$ cat config.mk
export PLATFORM = sky130hd
export DESIGN_NAME = modexp_engine
export DESIGN_NICKNAME = d
export VERILOG_FILES = /design/src/rtl/modexp_engine.sv
export SDC_FILE = /design/constraint.sdc
export NUM_CORES = 1
export LEC_CHECK = 0
export ABC_CLOCK_PERIOD_IN_PS = 13900
export CELL_PAD_IN_SITES_DETAIL_PLACEMENT = 0
export CELL_PAD_IN_SITES_GLOBAL_PLACEMENT = 1
export CORE_ASPECT_RATIO = 1.75
export CORE_MARGIN = 10
export CORE_UTILIZATION = 49
export CTS_CLUSTER_SIZE = 28
export DETAILED_ROUTE_END_ITERATION = 8
export GPL_TIMING_DRIVEN = 0
export PLACE_DENSITY_LB_ADDON = 0.1
export RECOVER_POWER = 50
export SYNTH_ARGS = -nofsm -noshare
export SYNTH_HDL_FRONTEND = slang
export SYNTH_SLANG_ARGS = --single-unit
$ cat constraint.sdc
create_clock -name clk -period 13.9 [get_ports clk]
set_input_delay 2.085 -clock clk [delete_from_list [all_inputs] [get_ports clk]]
set_output_delay 2.085 -clock clk [all_outputs]
set_load 0.005 [all_outputs]
$ cat src/rtl/modexp_engine.sv
`default_nettype none
// ============================================================================
// Module  : modexp_engine
// Purpose : base^exponent mod modulus via square-and-multiply on a bit-serial
//           Blakley multiplier, with a selectable constant-time schedule.
// Revision: 1.0
// ============================================================================
module modexp_engine #(
    parameter int W     = 16,
    parameter int CNT_W = 32
) (
    input  logic             clk,
    input  logic             rst_n,
    input  logic             start,
    input  logic             ct_mode,
    input  logic [W-1:0]     base,
    input  logic [W-1:0]     exponent,
    input  logic [W-1:0]     modulus,
    output logic [W-1:0]     result,
    output logic             busy,
    output logic             done,
    output logic             err,
    output logic [CNT_W-1:0] cycle_count
);

    localparam int                 C_IDX_W   = (W > 1) ? $clog2(W) : 1;
    localparam logic [C_IDX_W-1:0] C_LAST_IX = C_IDX_W'(W - 1);

    typedef enum logic [2:0] {
        IDLE   = 3'd0,
        LOAD   = 3'd1,
        REDUCE = 3'd2,
        SQR    = 3'd3,
        MUL    = 3'd4,
        FINISH = 3'd5
    } state_t;

    state_t             r_state;
    logic [W-1:0]       r_exp;
    logic [W-1:0]       r_mod;
    logic [W-1:0]       r_acc;
    logic [W-1:0]       r_bm;
    logic [W-1:0]       r_a;
    logic [W-1:0]       r_b;
    logic [W+1:0]       r_t;
    logic [C_IDX_W-1:0] r_i;
    logic [C_IDX_W-1:0] r_j;
    logic               r_ct;
    logic               r_err;
    logic [CNT_W-1:0]   r_cycles;

    logic [W+1:0] w_mod_x;
    logic [W+1:0] w_sum;
    logic [W+1:0] w_sub1;
    logic [W+1:0] w_sub2;
    logic [W-1:0] w_prod;
    logic [W-1:0] w_next_acc;
    logic         w_mm_last;
    logic         w_ebit;

    // One Blakley step: t < m and b < m keep 2t+b below 3m, so two
    // conditional subtractions always restore t < m.
    assign w_mod_x    = {2'b00, r_mod};
    assign w_sum      = (r_t << 1) + (r_a[W-1] ? {2'b00, r_b} : {(W+2){1'b0}});
    assign w_sub1     = (w_sum  >= w_mod_x) ? (w_sum  - w_mod_x) : w_sum;
    assign w_sub2     = (w_sub1 >= w_mod_x) ? (w_sub1 - w_mod_x) : w_sub1;
    assign w_prod     = w_sub2[W-1:0];
    assign w_mm_last  = (r_j == '0);
    assign w_ebit     = r_exp[r_i];
    assign w_next_acc = (r_state == MUL && !w_ebit) ? r_acc : w_prod;

    always_ff @(posedge clk or negedge rst_n) begin
        if (!rst_n) begin
            r_state     <= IDLE;
            r_exp       <= '0;
            r_mod       <= '0;
            r_acc       <= '0;
            r_bm        <= '0;
            r_a         <= '0;
            r_b         <= '0;
            r_t         <= '0;
            r_i         <= '0;
            r_j         <= '0;
            r_ct        <= 1'b0;
            r_err       <= 1'b0;
            r_cycles    <= '0;
            result      <= '0;
            busy        <= 1'b0;
            done        <= 1'b0;
            err         <= 1'b0;
            cycle_count <= '0;
        end else begin
            done <= 1'b0;
            if (r_state != IDLE) begin
                r_cycles <= r_cycles + CNT_W'(1);
            end
            case (r_state)
                IDLE: begin
                    if (start) begin
                        r_ct     <= ct_mode;
                        r_exp    <= exponent;
                        r_mod    <= modulus;
                        r_a      <= base;
                        r_b      <= W'(1);
                        r_cycles <= '0;
                        err      <= 1'b0;
                        busy     <= 1'b1;
                        r_state  <= LOAD;
                    end
                end
                LOAD: begin
                    r_t <= '0;
                    r_j <= C_LAST_IX;
                    r_i <= C_LAST_IX;
                    if (r_mod < W'(2)) begin
                        r_err   <= 1'b1;
                        r_acc   <= '0;
                        r_state <= FINISH;
                    end else begin
                        r_err   <= 1'b0;
                        r_acc   <= W'(1);
                        r_state <= REDUCE;
                    end
                end
                REDUCE, SQR, MUL: begin
                    r_t <= w_sub2;
                    r_a <= r_a << 1;
                    r_j <= r_j - C_IDX_W'(1);
                    if (w_mm_last) begin
                        r_t <= '0;
                        r_j <= C_LAST_IX;
                        if (r_state == REDUCE) begin
                            r_bm    <= w_prod;
                            r_a     <= r_acc;
                            r_b     <= r_acc;
                            r_state <= SQR;
                        end else if (r_state == SQR && (r_ct || w_ebit)) begin
                            r_acc   <= w_prod;
                            r_a     <= w_prod;
                            r_b     <= r_bm;
                            r_state <= MUL;
                        end else begin
                            // Bit i finished: a dummy MUL (ct_mode, bit 0) keeps acc.
                            r_acc <= w_next_acc;
                            r_a   <= w_next_acc;
                            r_b   <= w_next_acc;
                            if (r_i == '0) begin
                                r_state <= FINISH;
                            end else begin
                                r_i     <= r_i - C_IDX_W'(1);
                                r_state <= SQR;
                            end
                        end
                    end
                end
                FINISH: begin
                    result      <= r_err ? '0 : r_acc;
                    err         <= r_err;
                    done        <= 1'b1;
                    busy        <= 1'b0;
                    cycle_count <= r_cycles + CNT_W'(1);
                    r_state     <= IDLE;
                end
                default: r_state <= IDLE;
            endcase
        end
    end

endmodule
`default_nettype wire

## Word-level counts from Yosys, hierarchy flattened

Index checks and enable logic that the tools add are counted.

- Flip-flop bits (word level): 209
- Input port bits: 52
- Output and inout port bits: 51

- $add $sub $neg: 6
- Magnitude comparators: 4
- Equal/unequal tests: 10
- Muxes and demuxes: 45
- Reductions and logical operators: 20

Operators with widths:

| kind | count |
|---|---|
| 16-bit two-way mux | 12 |
| 32-bit two-way mux | 3 |
| 16-bit one-hot mux with 2 select lines | 3 |
| 18-bit by 16-bit greater-or-equal comparator with 1-bit output | 2 |
| 17-bit two-way mux | 2 |
| 17-bit one-hot mux with 2 select lines | 1 |
| 32-bit by 1-bit adder with 32-bit output (second input constant) | 1 |
| 4-bit two-way mux | 5 |
| 18-bit by 16-bit adder with 18-bit output | 1 |
| 18-bit two-way mux | 1 |
| 3-bit two-way mux | 6 |
| 18-bit by 16-bit subtractor with 18-bit output | 1 |
| 17-bit by 16-bit subtractor with 17-bit output | 1 |
| 16-bit by 2-bit < comparator with 1-bit output (second input constant) | 1 |
| 4-bit one-hot mux with 2 select lines | 2 |
| 2-bit inequality test (second input constant) | 5 |
| 2-bit AND reduction | 5 |
| 3-bit one-hot mux with 3 select lines | 1 |
| 4-bit zero test | 2 |
| 4-bit by 1-bit subtractor with 4-bit output (second input constant) | 2 |
| 3-bit by 2-bit == test with 1-bit output (second input constant) | 2 |
| 3-bit == test (second input constant) | 2 |
| 1-bit two-way mux | 6 |
| 3-bit AND reduction | 2 |
| other kinds (12) | 16 |

## Logic depth before layout (Yosys ltp)

Gate-level depths: netlist of run 1.

- Word-level depth: 11
- Mapped depth: 33
- Mapped depth without buffers: 31

## Worst setup path after synthesis of run 1

OpenSTA, ideal clock, no wires.

- Path kind: register to register
- Start: register r_a[15]
- End: register r_b[15]
- Setup time: 0.126 ns
- Arrival time: 6.706 ns
- Data required time: 13.774 ns
- Setup slack: 7.068 ns
- Cell stages (with the launch flop): 29
- Cells stage by stage: dfrtp_1 > clkbuf_1 > and2_1 > ha_1 > a21o_1 > or4_4 > a31o_2 > a21oi_1 > xnor2_1 > ha_1 > and4_1 > and2_1 > a221oi_2 > o21ai_1 > nor2_1 > nand3_2 > buf_4 > mux2_2 > ha_1 > o21a_1 > o21ai_0 > a21oi_1 > nand4_1 > nand2_1 > o41ai_2 > o2111ai_4 > nor2_8 > mux2_4 > a221o_1

- Cells in the longest elaborated chain, start to end: 11
- Elaborated cells between the ends (all ways): 13
- Those cells by class: add/sub: 3; order compare: 2; mux: 8

Ends and longest elaborated chain:

| item | RTL line | RTL |
|---|---|---|
| start: declaration | 43 | `logic [W-1:0] r_a;` |
| start signal: assignment | 103 | `r_a <= base;` |
| start signal: assignment | 127 | `r_a <= r_a << 1;` |
| start signal: assignment | 134 | `r_a <= r_acc;` |
| 16-bit two-way mux * | 64 | `assign w_sum = (r_t << 1) + (r_a[W-1] ? {2'b00, r_b} : {(W+2){1'b0}});` |
| 18-bit by 16-bit adder with 18-bit output * | 64 |  |
| 18-bit by 16-bit subtractor with 18-bit output / 18-bit by 16-bit greater-or-equal comparator with 1-bit output (equally long branches) | 65 | `assign w_sub1 = (w_sum >= w_mod_x) ? (w_sum - w_mod_x) : w_sum;` |
| 18-bit two-way mux * | 65 |  |
| 17-bit by 16-bit subtractor with 17-bit output / 18-bit by 16-bit greater-or-equal comparator with 1-bit output (equally long branches) | 66 | `assign w_sub2 = (w_sub1 >= w_mod_x) ? (w_sub1 - w_mod_x) : w_sub1;` |
| 17-bit two-way mux * | 66 |  |
| 16-bit two-way mux * | 70 | `assign w_next_acc = (r_state == MUL && !w_ebit) ? r_acc : w_prod;` |
| 16-bit two-way mux * | 137 | `end else if (r_state == SQR && (r_ct \|\| w_ebit)) begin` |
| 16-bit two-way mux * | 132 | `if (r_state == REDUCE) begin` |
| 16-bit two-way mux * | 129 | `if (w_mm_last) begin` |
| 16-bit one-hot mux with 2 select lines * | 97 | `case (r_state)` |
| end signal: assignment | 135 | `r_b <= r_acc;` |
| end signal: assignment | 140 | `r_b <= r_bm;` |
| end signal: assignment | 146 | `r_b <= w_next_acc;` |
| end: declaration | 44 | `logic [W-1:0] r_b;` |

Mark *: on every way between the ends. The rest lies on a longest branch, timed or not. The select of a mux whose other input is x is not followed.
A chain may end at the register's enable or synchronous reset.

## Final worst setup path of run 1

- Start: register r_a[15]
- End: register r_acc[10]

- Cells in the longest elaborated chain, start to end: 11
- Elaborated cells between the ends (all ways): 13
- Those cells by class: add/sub: 3; order compare: 2; mux: 8

Ends and longest elaborated chain:

| item | RTL line | RTL |
|---|---|---|
| 16-bit two-way mux * | 64 |  |
| 18-bit by 16-bit adder with 18-bit output * | 64 |  |
| 18-bit by 16-bit subtractor with 18-bit output / 18-bit by 16-bit greater-or-equal comparator with 1-bit output (equally long branches) | 65 |  |
| 18-bit two-way mux * | 65 |  |
| 17-bit by 16-bit subtractor with 17-bit output / 18-bit by 16-bit greater-or-equal comparator with 1-bit output (equally long branches) | 66 |  |
| 17-bit two-way mux * | 66 |  |
| 16-bit two-way mux | 70 |  |
| 16-bit two-way mux * | 137 |  |
| 16-bit two-way mux * | 132 |  |
| 16-bit two-way mux * | 129 |  |
| 16-bit one-hot mux with 2 select lines * | 97 |  |
| end signal: assignment | 138 | `r_acc <= w_prod;` |
| end signal: assignment | 144 | `r_acc <= w_next_acc;` |
| end: declaration | 41 | `logic [W-1:0] r_acc;` |

Marked as above.

==> results.toml, run 1 <==
[sta]
clock_skew_ns = 0.0252
rsz0062_at_grt = "no"
period_needed_ns = 9.19
setup_viol = 0
clock.fmax_mhz = 109
slew_violations = 102
finalHoldViolCount = 0
period_share = 0.661
tns_ns = 0
tightestPinTransition_ns = 5.42
setup_ws_ns = 4.71
relSlewSlack = -2.61

[placement]
place_hpwl_um = 32500
routabilityCongestion = 0.945
place_worst_setup_slack_ns = 4.91
io_buffers = 102

[floorplan]
start_util = 0.494
fp.dieH_um = 233
dieArea_sq_um = 33100
ios = 103
core_sq_um = 25800
fp.dieW_um = 142
num_rows = 78

[hold_path]
min_path_type = "reg2reg"
hp-start = "cycle_count[22]$_DFFE_PN0P_"
min_delay_path_depth = 2
holdPathEnd = "cycle_count[22]$_DFFE_PN0P_"

[yosys]
synth_enable_flop_cells = 0
syn_nets = 1551
ys_warn_count = 0
ys_ff_latch = 209
synth_cell_types = 76
synth-async-reset-ratio = 1.00
synth_ff_type = "dfrtp_1"
synth_area_leaders = "dfrtp_1, o21ai_0, nand2_1"
ys_seq_area_frac = 0.411
synthCells = 1446
synth_top_area_cell = "dfrtp_1"
netlist_area_sq_um = 12700
yosysTopAreaCellShare = 0.411
synth_area_per_cell_sq_um = 8.80

[cts]
ctsHoldBuffers = 0
cts.sinks = 209
cts-root-buf = "clkbuf_16"
h-tree-depth = 1
clk_latency_ns = 0.53
cts_resized = 0
cts_setup_buffers = 0
numCtsBuffers = 22
clockBufferDepth = 3
cts_tree = "done"
clkTransAtPathRegs_ns = 0.07

[setup_path]
crit_path_max_fanout = 10
worst-path-buf-inv = 2
cp-start-kind = "flop"
cp_top_family = "compound AO/OA/AOI/OAI gates"
rr_worst_depth = 30
regToRegStartpoint = "r_a[15]$_DFFE_PN0P_"
ff2ff_setup_slack_ns = 4.71
cp_slowest_cell = "mux2i_1"
end_kind = "flop"
crit_arrival_ns = 9.57
reg2reg_to = "r_acc[10]$_DFFE_PN0P_"
cpPeakStageDelay_ns = 0.71
cp.required_ns = 14.27
critical_path_class = "reg2reg"

[grt]
grt_pass1_wl_um = 64200
grt_pass1_vias = 11528
grt_max_degree = 110
grt_use_total = 0.246
antenna_found_initial = 0
gr-total-overflow = 0

[detailed_routing]
num_vias = 11339
postRouteAntennaNets = 0
drt_iter0_drc = 636
vias_per_cell = 5.94
wirelength_um = 40900
post_drt_wl_per_cell_um = 21.4
drcViolationCount = 0
drtPass1Iterations = 5

[outcome]
status = "finished with violations"
violations = "capacitance limit, slew limit"

[run]
cap_violations = 1

[final_layout]
final_nets = 1678
final_layout_size_suffix_gt1_frac = 0.0699
num_antenna_cells = 0
synthToLayoutAreaGrowth_pct = 17.0
n_fill_cell = 2483
[per-stage QoR]
step	area [sq um]	std cells	hold WS, ns	util
final	14900	1909	0.474	0.578
after global routing	14900	1909	0.508	0.578
after CTS	14900	1909	0.483	0.578
after detailed placement	14200	1869	0.469	0.550
after global placement	14100	1868	0.460	0.549
after floorplan	12700	1446	0.452	-
[cells by family (layout without fill, tap and decap cells)]
| family | count (synthesis) | count (layout) | synth area share |
|---|---|---|---|
| and+or+nand+nor | 500 | 500 | 0.183 |
| DFF | 209 | 209 | 0.411 |
| muxes | 51 | 51 | 0.0480 |
| AOI/OAI and AO/OA | 458 | 458 | 0.225 |
| buffers and inverters | 110 | 253 | 0.0345 |
| xor gates and xnor gates | 65 | 65 | 0.0447 |
| adders and majority gates | 53 | 53 | 0.0539 |
[worst register-to-register path: cells and delay by family, from the launching register on]
kind / cells / cell delay [ns]
muxes: 2 / 1.18
DFF: 1 / 0.56
buffers and inverters: 2 / 0.29
adders and majority gates: 4 / 1.44
and+or+nand+nor: 11 / 2.23
xor gates and xnor gates: 1 / 0.53
AOI/OAI and AO/OA: 10 / 2.83
[flip-flops by register name, summed over array words and instances, names as in the netlist, 3 cells and up]
name         count
r_mod           16
r_bm            16
r_state          3
r_cycles        32
result          16
r_acc           16
r_exp           16
r_i              4
r_b             16
cycle_count     32
r_t             17
r_j              4
r_a             16
[cells in the final DEF, fill, tap and decap left out, drive strengths merged, types with 22 or more instances in the layout]
| master | instances |
|---|---|
| nand2 | 209 |
| dfrtp | 209 |
| o21ai | 193 |
| nor2 | 106 |
| clkdlybuf4s50 | 101 |
| clkbuf | 101 |
| a21oi | 99 |
| ha | 50 |
| xnor2 | 41 |
| nand3 | 40 |
| inv | 36 |
| mux2 | 34 |
| nand2b | 28 |
| and3 | 27 |
| xor2 | 24 |
| and2 | 22 |
[area by class of cell]
cell class | count | area (sq um) | share of cell area
Clock buffer | 31 | 656 | 0.0440
Inverter | 33 | 124 | 0.00832
Multi-Input combinational cell | 1127 | 7060 | 0.474
Timing Repair Buffer | 103 | 1040 | 0.0700
Clock inverter | 9 | 62.6 | 0.00420
Tap cell | 320 | 400 | 0.0269
Buffer | 77 | 315 | 0.0212
Sequential cell | 209 | 5230 | 0.351
[worst max path at each step]
stage | to | slack (ns) | depth (start not counted) | start
2_1_floorplan | r_b[15]$_DFFE_PN0P_ | 7.07 | 28 | r_a[15]$_DFFE_PN0P_
3_3_place_gp | r_mod[15]$_DFFE_PN0P_ | 1.77 | 1 | rst_n
3_5_place_dp | r_t[9]$_DFFE_PN0P_ | 4.91 | 29 | r_a[15]$_DFFE_PN0P_
4_1_cts | r_t[9]$_DFFE_PN0P_ | 4.87 | 29 | r_a[15]$_DFFE_PN0P_
5_1_grt | r_t[9]$_DFFE_PN0P_ | 4.26 | 29 | r_a[15]$_DFFE_PN0P_
6_report | r_acc[10]$_DFFE_PN0P_ | 4.71 | 30 | r_a[15]$_DFFE_PN0P_
[synthesized netlist by cell type, types with 20 or more instances]
cell      count
nand2b_1     28
and2_1       22
clkbuf_1     68
nand2_1     209
nand3_1      38
mux2_2       32
o21ai_0     182
nor2_1      105
ha_1         50
xor2_1       24
inv_1        33
xnor2_1      41
a21oi_1      97
a31oi_1      21
dfrtp_1     209
and3_1       26
o31ai_1      20
[per-layer routing]
| metal | GRT usage | vias to the layer above | part of all wire |
|---|---|---|---|
| met5 | 0 | - | 0 |
| met4 | 0.165 | 0 | 0.072 |
| met3 | 0.0283 | 111 | 0.038 |
| met2 | 0.460 | 289 | 0.55 |
| met1 | 0.246 | 5520 | 0.34 |
| li1 | - | 5419 | - |
Power of run 1 is not shown: default switching activity piles up to over one toggle a cycle in this logic, so the estimate is an artifact.
==> run 2, diff against run 1 <==
--- a/config.mk
+++ b/config.mk
@@ -5,12 +5,12 @@
 export SDC_FILE = /design/constraint.sdc
 export NUM_CORES = 1
 export LEC_CHECK = 0
-export ABC_CLOCK_PERIOD_IN_PS = 13900
+export ABC_CLOCK_PERIOD_IN_PS = 8109
 export CELL_PAD_IN_SITES_DETAIL_PLACEMENT = 0
 export CELL_PAD_IN_SITES_GLOBAL_PLACEMENT = 1
 export CORE_ASPECT_RATIO = 1.75
 export CORE_MARGIN = 10
-export CORE_UTILIZATION = 49
+export CORE_UTILIZATION = 41
 export CTS_CLUSTER_SIZE = 28
 export DETAILED_ROUTE_END_ITERATION = 8
 export GPL_TIMING_DRIVEN = 0
==> constraint.sdc (replaced) <==
create_clock -name clk -period 8.11 [get_ports clk]
set_input_delay 1.2165 -clock clk [delete_from_list [all_inputs] [get_ports clk]]
set_output_delay 1.2165 -clock clk [all_outputs]
set_load 0.005 [all_outputs]
==> run 2 against run 1 <==
Effect of this change:
- the run still ends with capacitance limit, slew limit left
- design area up 2.6%
- routed wire length up 5.6%
- final cell count up 4.2%
- register-to-register slack worse by 4.4 ns
- die area up 17%
- first-iteration DRC count down 2.7%
- flip-flop and latch count unchanged
- clock skew down 0.0016 ns
- critical path type unchanged
- highest routed layer unchanged
==> results.toml, run 2 (synthesis results as in run 1) <==
[outcome]
status = "finished with violations"
violations = "capacitance limit, slew limit"

[sta]
tightestPinTransition_ns = 4.38
rsz0062_at_grt = "no"
clock_skew_ns = 0.0236
relSlewSlack = -1.92
setup_viol = 0
finalHoldViolCount = 0
period_needed_ns = 7.76
clock.fmax_mhz = 129
slew_violations = 214
tns_ns = 0
setup_ws_ns = 0.351
period_share = 0.957

[cts]
ctsHoldBuffers = 0
clockBufferDepth = 3
cts_tree = "done"
cts-root-buf = "clkbuf_16"
clkTransAtPathRegs_ns = 0.07
cts.sinks = 209
numCtsBuffers = 23
clk_latency_ns = 0.52
h-tree-depth = 1

[setup_path]
crit_arrival_ns = 8.15
crit_path_frequent_cell = "a21o_1"
cp_top_family = "compound AO/OA/AOI/OAI gates"
crit_path_max_fanout = 10
critical_path_class = "reg2reg"
cp.required_ns = 8.50
cp_slowest_cell = "or4_4"
cpPeakStageDelay_ns = 0.52
end_kind = "flop"
cp-start-kind = "flop"
worst-path-buf-inv = 4

[placement]
io_buffers = 102
place_inst = 1941
routabilityCongestion = 0.922
place_hpwl_um = 34500
placed_area_sq_um = 14300
place_worst_setup_slack_ns = -0.927

[detailed_routing]
vias_per_cell = 5.72
post_drt_wl_per_cell_um = 21.7
num_vias = 11379
wirelength_um = 43200
drt_iter0_drc = 619
drcViolationCount = 0
drtPass1Iterations = 5
postRouteAntennaNets = 0

[floorplan]
fp.dieH_um = 253
core_sq_um = 30700
num_rows = 85
dieArea_sq_um = 38800
start_util = 0.414
ios = 103
fp.dieW_um = 153

[final_layout]
mostFrequentLayoutCells = "nand2_1, dfrtp_1, o21ai_0"
n_fill_cell = 2995
synthToLayoutAreaGrowth_pct = 20.0
num_antenna_cells = 0
largest_registers = "cycle_count (32), r_cycles (32), r_t (17)"
final_layout_size_suffix_gt1_frac = 0.0870
final_cell_area_sq_um = 15300
final_cells = 1989
final_nets = 1688
final-seq-area_sq_um = 5230
final_common_cell = "nand2_1"
multiInputGateArea_sq_um = 7220

[hold_path]
min_path_type = "reg2reg"

[grt]
gr-total-overflow = 0
grt_pass1_wl_um = 66700
grt_pass1_vias = 11744
grt_max_degree = 86
grt_use_total = 0.217
antenna_found_initial = 0

[run]
cap_violations = 3
==> run 2: tightest hold or removal path: stages, from the launching register on <==
cell	delay, ns
dfrtp_1	0.34
nand2_1	0.05
o21ai_0	0.06
==> run 2: repair_timing <==
| action | in CTS | in global routing |
|---|---|---|
| buffers inserted | 4 | 4 |
| gates resized for setup | 21 | 10 |
| pin swaps | 3 | 6 |
| setup endpoints to repair | 80 | 80 |
==> run 2: final timing paths <==
path	start	end	cells past startpoint	slack, ns
max	r_a[15]$_DFFE_PN0P_	r_b[11]$_DFFE_PN0P_	29	0.35
max in group asynchronous	rst_n	r_bm[10]$_DFFE_PN0P_	2	1.38
min in group asynchronous	rst_n	cycle_count[11]$_DFFE_PN0P_	1	1.51
max reg2reg	r_a[15]$_DFFE_PN0P_	r_b[11]$_DFFE_PN0P_	29	0.35
min reg2reg	cycle_count[14]$_DFFE_PN0P_	cycle_count[14]$_DFFE_PN0P_	2	0.48
min	cycle_count[14]$_DFFE_PN0P_	cycle_count[14]$_DFFE_PN0P_	2	0.48
==> run 2: layer usage <==
| layer | vias up | share of wire | global-route usage |
|---|---|---|---|
| met5 | - | 0 | 0 |
| met4 | 0 | 0.069 | 0.141 |
| met3 | 111 | 0.033 | 0.0221 |
| met2 | 289 | 0.56 | 0.425 |
| met1 | 5524 | 0.34 | 0.208 |
| li1 | 5455 | - | - |
==> run 2: area by class of cell <==
cell class / instances / area share
plain buffers: 77 / 0.0207
clock buffers: 33 / 0.0434
repair buffers: 112 / 0.0737
inverters: 33 / 0.00811
clock inverters: 7 / 0.00639
flip-flops and latches: 209 / 0.343
multi-input cells: 1127 / 0.473
well taps: 391 / 0.0320
==> run 2: stage by stage <==
stage	util	hold slack, ns
after global routing	0.497	0.504
after floorplan	-	0.452
after detailed placement	0.465	0.470
after global placement	0.463	0.459
after CTS	0.496	0.483
final	0.497	0.476
Power of run 2 is left out for the same reason.
